`src/rtl/cpu_clk_pkg.sv`:
```
// Shared types and defaults for the CPU clock sequencer.
// Optional step-button debounce is enabled by defining CPU_CLK_CTRL_DEBOUNCE_EN.
package cpu_clk_pkg;

  typedef enum logic [1:0] {
    RUN    = 2'd0,
    HALTED = 2'd1,
    STEP   = 2'd2
  } state_t;

  localparam int unsigned SYNC_STAGES = 2;

  localparam int unsigned DEF_FAST_LOG2       = 2;
  localparam int unsigned DEF_SLOW_LOG2       = 27;
  localparam int unsigned DEF_DEBOUNCE_CYCLES = 2000000;

endpackage

```
`src/rtl/btn_debounce.sv`:
```
// Push-button synchronizer with optional debounce (CPU_CLK_CTRL_DEBOUNCE_EN), producing a one-cycle press pulse.
// Latency: 2 sync cycles, plus DEBOUNCE_CYCLES and one register stage when debounce is enabled.
module btn_debounce
  import cpu_clk_pkg::*;
#(
  parameter int unsigned DEBOUNCE_CYCLES = DEF_DEBOUNCE_CYCLES
) (
  input  logic clk200MHz,
  input  logic rst,
  input  logic btn,
  output logic pulse
);

  logic [SYNC_STAGES-1:0] sync;
  logic                   btn_s;

  assign btn_s = sync[SYNC_STAGES-1];

`ifdef CPU_CLK_CTRL_DEBOUNCE_EN
  localparam int unsigned CNT_W = (DEBOUNCE_CYCLES > 1) ? $clog2(DEBOUNCE_CYCLES) : 1;
  localparam logic [CNT_W-1:0] CNT_LAST = CNT_W'(DEBOUNCE_CYCLES - 1);

  logic             level;
  logic [CNT_W-1:0] stable_cnt;

  // The accepted level only moves once the new level has held for the full window.
  always_ff @(posedge clk200MHz or posedge rst) begin
    if (rst) begin
      sync       <= '0;
      level      <= 1'b0;
      stable_cnt <= '0;
      pulse      <= 1'b0;
    end else begin
      sync  <= {sync[SYNC_STAGES-2:0], btn};
      pulse <= 1'b0;
      if (btn_s == level) begin
        stable_cnt <= '0;
      end else if (stable_cnt == CNT_LAST) begin
        level      <= btn_s;
        stable_cnt <= '0;
        pulse      <= btn_s;
      end else begin
        stable_cnt <= stable_cnt + 1'b1;
      end
    end
  end
`else
  logic btn_q;

  always_ff @(posedge clk200MHz or posedge rst) begin
    if (rst) begin
      sync  <= '0;
      btn_q <= 1'b0;
    end else begin
      sync  <= {sync[SYNC_STAGES-2:0], btn};
      btn_q <= btn_s;
    end
  end

  assign pulse = btn_s & ~btn_q;
`endif

  // A zero-length debounce window would make the accept logic meaningless.
  debounce_cfg_ok: assert property (@(posedge clk200MHz) disable iff (rst) DEBOUNCE_CYCLES != 0);

endmodule

```
`src/rtl/cpu_clk_ctrl.sv`:
```
// Glitch-free CPU clock sequencer: fast/slow rate, halt and single-step; rate changes land only on falling edges.
// Define CPU_CLK_CTRL_DEBOUNCE_EN to debounce step_btn over DEBOUNCE_CYCLES.
module cpu_clk_ctrl
  import cpu_clk_pkg::*;
#(
  parameter int unsigned FAST_LOG2       = DEF_FAST_LOG2,
  parameter int unsigned SLOW_LOG2       = DEF_SLOW_LOG2,
  parameter int unsigned DEBOUNCE_CYCLES = DEF_DEBOUNCE_CYCLES
) (
  input  logic        clk200MHz,
  input  logic        rst,
  input  logic        sw_slow,
  input  logic        halt_req,
  input  logic        step_btn,
  output logic        clk_cpu,
  output logic        cpu_rise,
  output logic        halted,
  output logic        mode_slow,
  output logic [31:0] edge_cnt
);

  localparam logic [SLOW_LOG2-1:0] FAST_TERM = SLOW_LOG2'((32'd1 << FAST_LOG2) - 32'd1);
  localparam logic [SLOW_LOG2-1:0] SLOW_TERM = '1;

  logic [SYNC_STAGES-1:0] slow_sync;
  logic [SYNC_STAGES-1:0] halt_sync;
  logic                   slow_s;
  logic                   halt_s;
  logic                   step_pulse;
  logic [SLOW_LOG2-1:0]   half_cnt;
  logic                   at_term;
  state_t                 state;

  always_ff @(posedge clk200MHz or posedge rst) begin
    if (rst) begin
      slow_sync <= '0;
      halt_sync <= '0;
    end else begin
      slow_sync <= {slow_sync[SYNC_STAGES-2:0], sw_slow};
      halt_sync <= {halt_sync[SYNC_STAGES-2:0], halt_req};
    end
  end

  assign slow_s = slow_sync[SYNC_STAGES-1];
  assign halt_s = halt_sync[SYNC_STAGES-1];

  btn_debounce #(
    .DEBOUNCE_CYCLES(DEBOUNCE_CYCLES)
  ) u_step_btn (
    .clk200MHz(clk200MHz),
    .rst      (rst),
    .btn      (step_btn),
    .pulse    (step_pulse)
  );

  assign at_term = (half_cnt == (mode_slow ? SLOW_TERM : FAST_TERM));

  // RUN and STEP share the phase counter; they differ only in when a halt is allowed to bite.
  always_ff @(posedge clk200MHz or posedge rst) begin
    if (rst) begin
      state     <= RUN;
      clk_cpu   <= 1'b0;
      cpu_rise  <= 1'b0;
      halted    <= 1'b0;
      mode_slow <= 1'b0;
      edge_cnt  <= '0;
      half_cnt  <= '0;
    end else begin
      cpu_rise <= 1'b0;
      unique case (state)
        RUN, STEP: begin
          if (state == RUN && halt_s && !clk_cpu && half_cnt == '0) begin
            state  <= HALTED;
            halted <= 1'b1;
          end else if (at_term) begin
            half_cnt <= '0;
            clk_cpu  <= ~clk_cpu;
            if (!clk_cpu) begin
              cpu_rise <= 1'b1;
              edge_cnt <= edge_cnt + 32'd1;
            end else begin
              // Falling edge: the only point where the rate or the run state may change.
              mode_slow <= slow_s;
              state     <= halt_s ? HALTED : RUN;
              halted    <= halt_s;
            end
          end else begin
            half_cnt <= half_cnt + 1'b1;
          end
        end
        HALTED: begin
          if (step_pulse) begin
            state     <= STEP;
            halted    <= 1'b0;
            mode_slow <= slow_s;
          end else if (!halt_s) begin
            state     <= RUN;
            halted    <= 1'b0;
            mode_slow <= slow_s;
          end
        end
        default: begin
          state    <= RUN;
          halted   <= 1'b0;
          clk_cpu  <= 1'b0;
          half_cnt <= '0;
        end
      endcase
    end
  end

endmodule
```
`config.mk`:
```
export PLATFORM = sky130hd
export DESIGN_NAME = cpu_clk_ctrl
export DESIGN_NICKNAME = d
export VERILOG_FILES = /design/src/rtl/cpu_clk_pkg.sv /design/src/rtl/btn_debounce.sv /design/src/rtl/cpu_clk_ctrl.sv
export SDC_FILE = /design/constraint.sdc
export NUM_CORES = 1
export LEC_CHECK = 0
export BUFFER_PORTS_ARGS = -buffer_cell sky130_fd_sc_hd__buf_2
export CELL_PAD_IN_SITES_DETAIL_PLACEMENT = 1
export CELL_PAD_IN_SITES_GLOBAL_PLACEMENT = 2
export CORE_ASPECT_RATIO = 1.5
export CORE_MARGIN = 2
export CORE_UTILIZATION = 37
export DETAILED_ROUTE_END_ITERATION = 8
export PLACE_DENSITY = 0.84
export SYNTH_ARGS = -nofsm -noshare
export SYNTH_HDL_FRONTEND = slang
export SYNTH_HIERARCHICAL = 1
export SYNTH_SLANG_ARGS = --single-unit
```
`constraint.sdc`:
```
create_clock -name clk200MHz -period 3 [get_ports clk200MHz]
set_input_delay 0.15 -clock clk200MHz [delete_from_list [all_inputs] [get_ports clk200MHz]]
set_output_delay 0.15 -clock clk200MHz [all_outputs]
set_load 0.005 [all_outputs]
```
; ---- After elaboration in Yosys (flattened, before gate mapping)
; Index checks and enable logic that the tools add are counted.
[totals]
elab_cells = 70
regBits = 72
input_bits = 5
[op_classes]
n_mux = 30
n_reduce_logical = 13
bitwise = 5
n_eq_ne = 9
n_addsub = 2
[op_table]
columns = op, count
row1 = $mux 27, 3
row2 = $pmux 27 s2, 1
row3 = $add 32x1->32 const B, 1
row4 = $add 27x1->27 const B, 1
row5 = $eq 27x27->1, 1
row6 = $logic_not 27->1, 1
row7 = $mux 1, 17
row8 = $mux 2, 5
row9 = $ne 3x3->1 const B, 3
row10 = $ne 2x2->1 const B, 3
row11 = $pmux 1 s2, 3
row12 = $reduce_and 3->1, 2
row13 = $reduce_and 5->1, 1
row14 = $not 1->1, 4
row15 = $pmux 2 s2, 1
row16 = $reduce_and 4->1, 1
row17 = $logic_and 1x1->1, 3
row18 = $eq 2x1->1 const B, 1
row19 = $eq 2x2->1 const B, 1
row20 = $logic_not 2->1, 1
row21 = $reduce_and 2->1, 1
row22 = $reduce_bool 2->1, 1
row23 = $reduce_or 2->1, 1
row24 = $and 1x1->1, 1
row25 = $logic_not 1->1, 1

; ---- Longest topological paths before layout
[logic_depth]
ltp_word = 6
depth_mapped = 9
mapped_depth_nobuf = 8

; ---- Modules after synthesis
; The synthesis kept the hierarchy.
[modules_own_cells]
columns = mod, n_inst, area_per_inst_um2, seq_area_each_um2, cells_each
row1 = cpu_clk_ctrl, 1, 3352.0, 1701.6, 329
row2 = btn_debounce, 1, 92.6, 75.1, 5

; ---- Least setup slack after synthesis
; No wires, ideal clock.
[synth_path]
path_kind = reg2reg
from = register half_cnt[24]
to = register mode_slow
arrival_time_ns = 1.987
synth_period_minus_slack_ns = 2.111
t_required_ns = 2.875
path_stages_with_launch = 7
n_path_buf = 0
path_slack_ns = 0.889
setup_time_ns = 0.125
path_cell_list = dfrtp_1 > or3_1 > or2_1 > a21boi_4 > o21ai_1 > o32ai_1 > mux2_2
[synth_between]
elab_chain_len = 4
word_cells_on_any_way = 6
classes_between = 3 x eq/ne / 3 x reduce/logical
[synth_lines]
columns = item, line
row1 = "start, declared", cpu_clk_ctrl.sv:30  ; logic [SLOW_LOG2-1:0] half_cnt;
row2 = "start signal, assigned", cpu_clk_ctrl.sv:88  ; half_cnt <= half_cnt + 1'b1;
row3 = $logic_not 27->1, cpu_clk_ctrl.sv:72  ; if (state == RUN && halt_s && !clk_cpu && half_cnt == '0) begin
row4 = $logic_and 1x1->1, cpu_clk_ctrl.sv:72
row5 = $ne 2x2->1 (no source line), -
row6 = $reduce_and 5->1 (no source line) *, -
row7 = "end signal, assigned", cpu_clk_ctrl.sv:83  ; mode_slow <= slow_s;
row8 = "end signal, assigned", cpu_clk_ctrl.sv:95  ; mode_slow <= slow_s;
row9 = "end signal, assigned", cpu_clk_ctrl.sv:99  ; mode_slow <= slow_s;
row10 = "end, declared", cpu_clk_ctrl.sv:18  ; output logic mode_slow,
; Mark *: on every way between the ends. The rest lies on a longest branch, timed or not.
; A chain may end at the register's enable or synchronous reset.

; ---- Worst setup path after layout
[layout_path]
from = register half_cnt[3]
to = register edge_cnt[20]
[layout_between]
elab_chain_len = 4
word_cells_on_any_way = 5
classes_between = 1 x eq/ne / 1 x bitwise / 3 x reduce/logical
[layout_lines]
columns = item, line
row1 = $logic_not 27->1, cpu_clk_ctrl.sv:72
row2 = $logic_and 1x1->1, cpu_clk_ctrl.sv:72
row3 = $not 1->1 (no source line), -
row4 = $reduce_and 4->1 (no source line) *, -
row5 = "end signal, assigned", cpu_clk_ctrl.sv:80  ; edge_cnt <= edge_cnt + 32'd1;
row6 = "end, declared", cpu_clk_ctrl.sv:19  ; output logic [31:0] edge_cnt
; Marked as above.

==> results.json <==
{
  "power.density_mw_per_mm2": 646,
  "fp.dieArea_mm2": 0.0101,
  "whs_ns": 0.243,
  "die_y_um": 122,
  "yosysUniqueCellTypes": 44,
  "fin_util": 0.451,
  "syn_area_per_cell_um2": 10.3,
  "overflow": 0,
  "cts_buffers": 9,
  "fin_worst_skew_ns": 0.00654,
  "die_x_um": 82.8,
  "clockPowerShare": 0.389,
  "crit_fanout": 11,
  "p_seq_frac": 0.441,
  "grt_max_degree": 37,
  "io_pins": 41,
  "syn_inst": 334,
  "cts-root-buf": "clkbuf_16",
  "setup_viol": 0,
  "grt_setup_unrepaired": "no",
  "crit_buf_inv": 0,
  "ir_worst_vdd_v": 0.000310,
  "p_int_mw": 1.87,
  "num_rows": 43,
  "power_mw": 2.66,
  "relSlewSlack": 0.496,
  "yosysSeqAreaShare": 0.516,
  "cp.arrival_ns": 2.84,
  "finalCritPeriodShare": 0.860,
  "ant_nets": 0,
  "grt.total_usage": 0.188,
  "cts_max_path_buffers": 2,
  "clock.fmax_ghz": 0.388,
  "fin_area_mm2": 0.00412,
  "clk_latency_ns": 0.33,
  "viasPerCell": 5.25,
  "p_sw_frac": 0.300,
  "place.gp.congestion": 0.783,
  "worst_path_max_delay_cell": "dfrtp_1",
  "slowest_delay_ns": 0.44,
  "syn_to_final_growth_pct": 19.7,
  "switchingPower_uw": 798,
  "dp_hpwl_mm": 6.09,
  "final_common_cell": "dfrtp_1",
  "yosys_warnings": 6,
  "p_comb_frac": 0.170,
  "async_flop_share": 1.00,
  "io_buffers": 40,
  "synth_edf_count": 0,
  "dr.first_iter.drc_count": 117,
  "start_util": 0.377,
  "drv_cap": 0,
  "num-nets-final": 394,
  "detail_route.first_pass.iterations": 4,
  "synth.net_count": 342,
  "grt_pass1_wl_mm": 14.4,
  "hold_viol_final": 0,
  "cp_common_cell": "nor4_1",
  "synth_ff_type": "dfrtp_1",
  "critical_path.top_delay_family": "simple AND/OR/NAND/NOR gates",
  "worst_pin_slew_ns": 0.755,
  "netlist_area_mm2": 0.00344,
  "fill_cells": 1064,
  "ctsResizeCount": 0,
  "layout_common_cells": "dfrtp_1 (71), buf_2 (40), nor2_1 (35), nand2_1 (34), xnor2_1 (27)",
  "num_antenna_cells": 0,
  "outcome": "finished, final reports clean",
  "drcViolationCount": 0,
  "placed_area_mm2": 0.00379,
  "yosys-top-cells-area": "dfrtp_1 (52%), xnor2_1 (6.9%), xor2_1 (6.6%)",
  "synth_top_area_cell": "dfrtp_1",
  "fin_crit_ns": 2.58,
  "ys_ff_latch": 71,
  "synth_top_area_frac": 0.516,
  "cts_tree": "yes",
  "p_leak_nw": 1.96,
  "post_drt_wl_per_cell_um": 16.5,
  "worstSetupPathType": "reg -> reg",
  "cp-end-kind": "flip-flop",
  "crit_chain": "nor4_1 > nand4_1 > nor3_4 > o2111ai_2 > nor4_1 > xor2_1",
  "core_mm2": 0.00915,
  "clkTransAtPathRegs_ns": 0.06,
  "crit_required_ns": 3.26,
  "drv_slew": 0,
  "cp-start-kind": "flip-flop",
  "hp-class": "in -> async",
  "cts.sinks": 71,
  "htree_num_levels": 3,
  "grt_pass1_vias": 2841,
  "drive_gt1_frac": 0.192,
  "antenna_found_initial": 0,
  "final.setup.tns_ns": 0,
  "drt-total-wl_mm": 8.26,
  "vias": 2633
}
-- power by group through the flow --
stage               clock (mW)  combinational (mW)  sequential, mW
floorplan                    0               0.321            1.15
global placement             0               0.439            1.18
detailed placement           0               0.455            1.19
CTS                       1.06               0.462            1.17
global route              1.10               0.517            1.19
finish                    1.04               0.453            1.18
-- routing by layer --
metal	vias up	GRT usage	wire length [µm]	part of all wire
li1	1263	-	-	-
met1	1312	0.225	3330	0.40
met2	43	0.325	4470	0.54
met3	15	0.0459	300	0.036
met4	0	0.0615	161	0.019
met5	-	0	0	0
-- Yosys cell counts (4+ instances only) --
library cell and n:
and3_1 11, clkbuf_1 4, dfrtp_1 71, inv_1 12, nand2_1 34, nand3_1 21, nand4_1 15, nor2_1 35
nor3_1 12, nor4_1 10, o21ai_0 8, xnor2_1 27, xor2_1 26
-- state kept, by name, indices dropped and copies added (netlist names), 2 cells and up --
register / flops
edge_cnt: 32
half_cnt: 27
halt_sync: 2
slow_sync: 2
state: 2
u_step_btn/sync: 2
-- worst min-delay path: stages --
cell and delay [ns]:
dlygate4sd3_1 0.53, buf_2 0.13, inv_1 0.10
-- final timing paths --
check,depth (start not counted),slack [ns],start,end
worst max register to register,6,0.42,half_cnt[3],edge_cnt[20]
max in group asynchronous,4,1.83,rst,half_cnt[5]
worst max-delay path,6,0.42,half_cnt[3],edge_cnt[20]
worst min-delay path,3,0.24,rst,u_step_btn/sync[0]
worst min register to register,0,0.35,halt_sync[0],halt_sync[1]
min in group clk200MHz,0,0.35,halt_sync[0],halt_sync[1]
-- kinds of logic after synthesis --
family	share of synthesized area
mux	0.00654
xor+xnor	0.135
flops	0.516
compound gates	0.0509
simple gates	0.256
fa+ha+maj	0.0109
buf+inv	0.0247
-- final cells by class --
| type | instances | area [µm²] | area share |
|---|---|---|---|
| flip-flops and latches | 71 | 1780 | 0.431 |
| multi-input cells | 243 | 1580 | 0.384 |
| repair buffers | 49 | 290 | 0.0704 |
| clock buffers | 9 | 225 | 0.0546 |
| well taps | 112 | 140 | 0.0340 |
| clock inverters | 6 | 62.6 | 0.0152 |
| inverters | 12 | 45.0 | 0.0109 |
-- through the flow --
stage	setup slack (ns)	std cells
finish	0.420	502
global route	0.140	502
CTS	0.392	502
detailed placement	0.393	483
global placement	0.501	483
floorplan	0.889	334
-- repair_timing --
action,4_1_cts,5_1_grt
setup buffers,0,0
hold buffers,4,0
endpoints found under the hold margin,38,0
(Power assumes the default switching activity.)
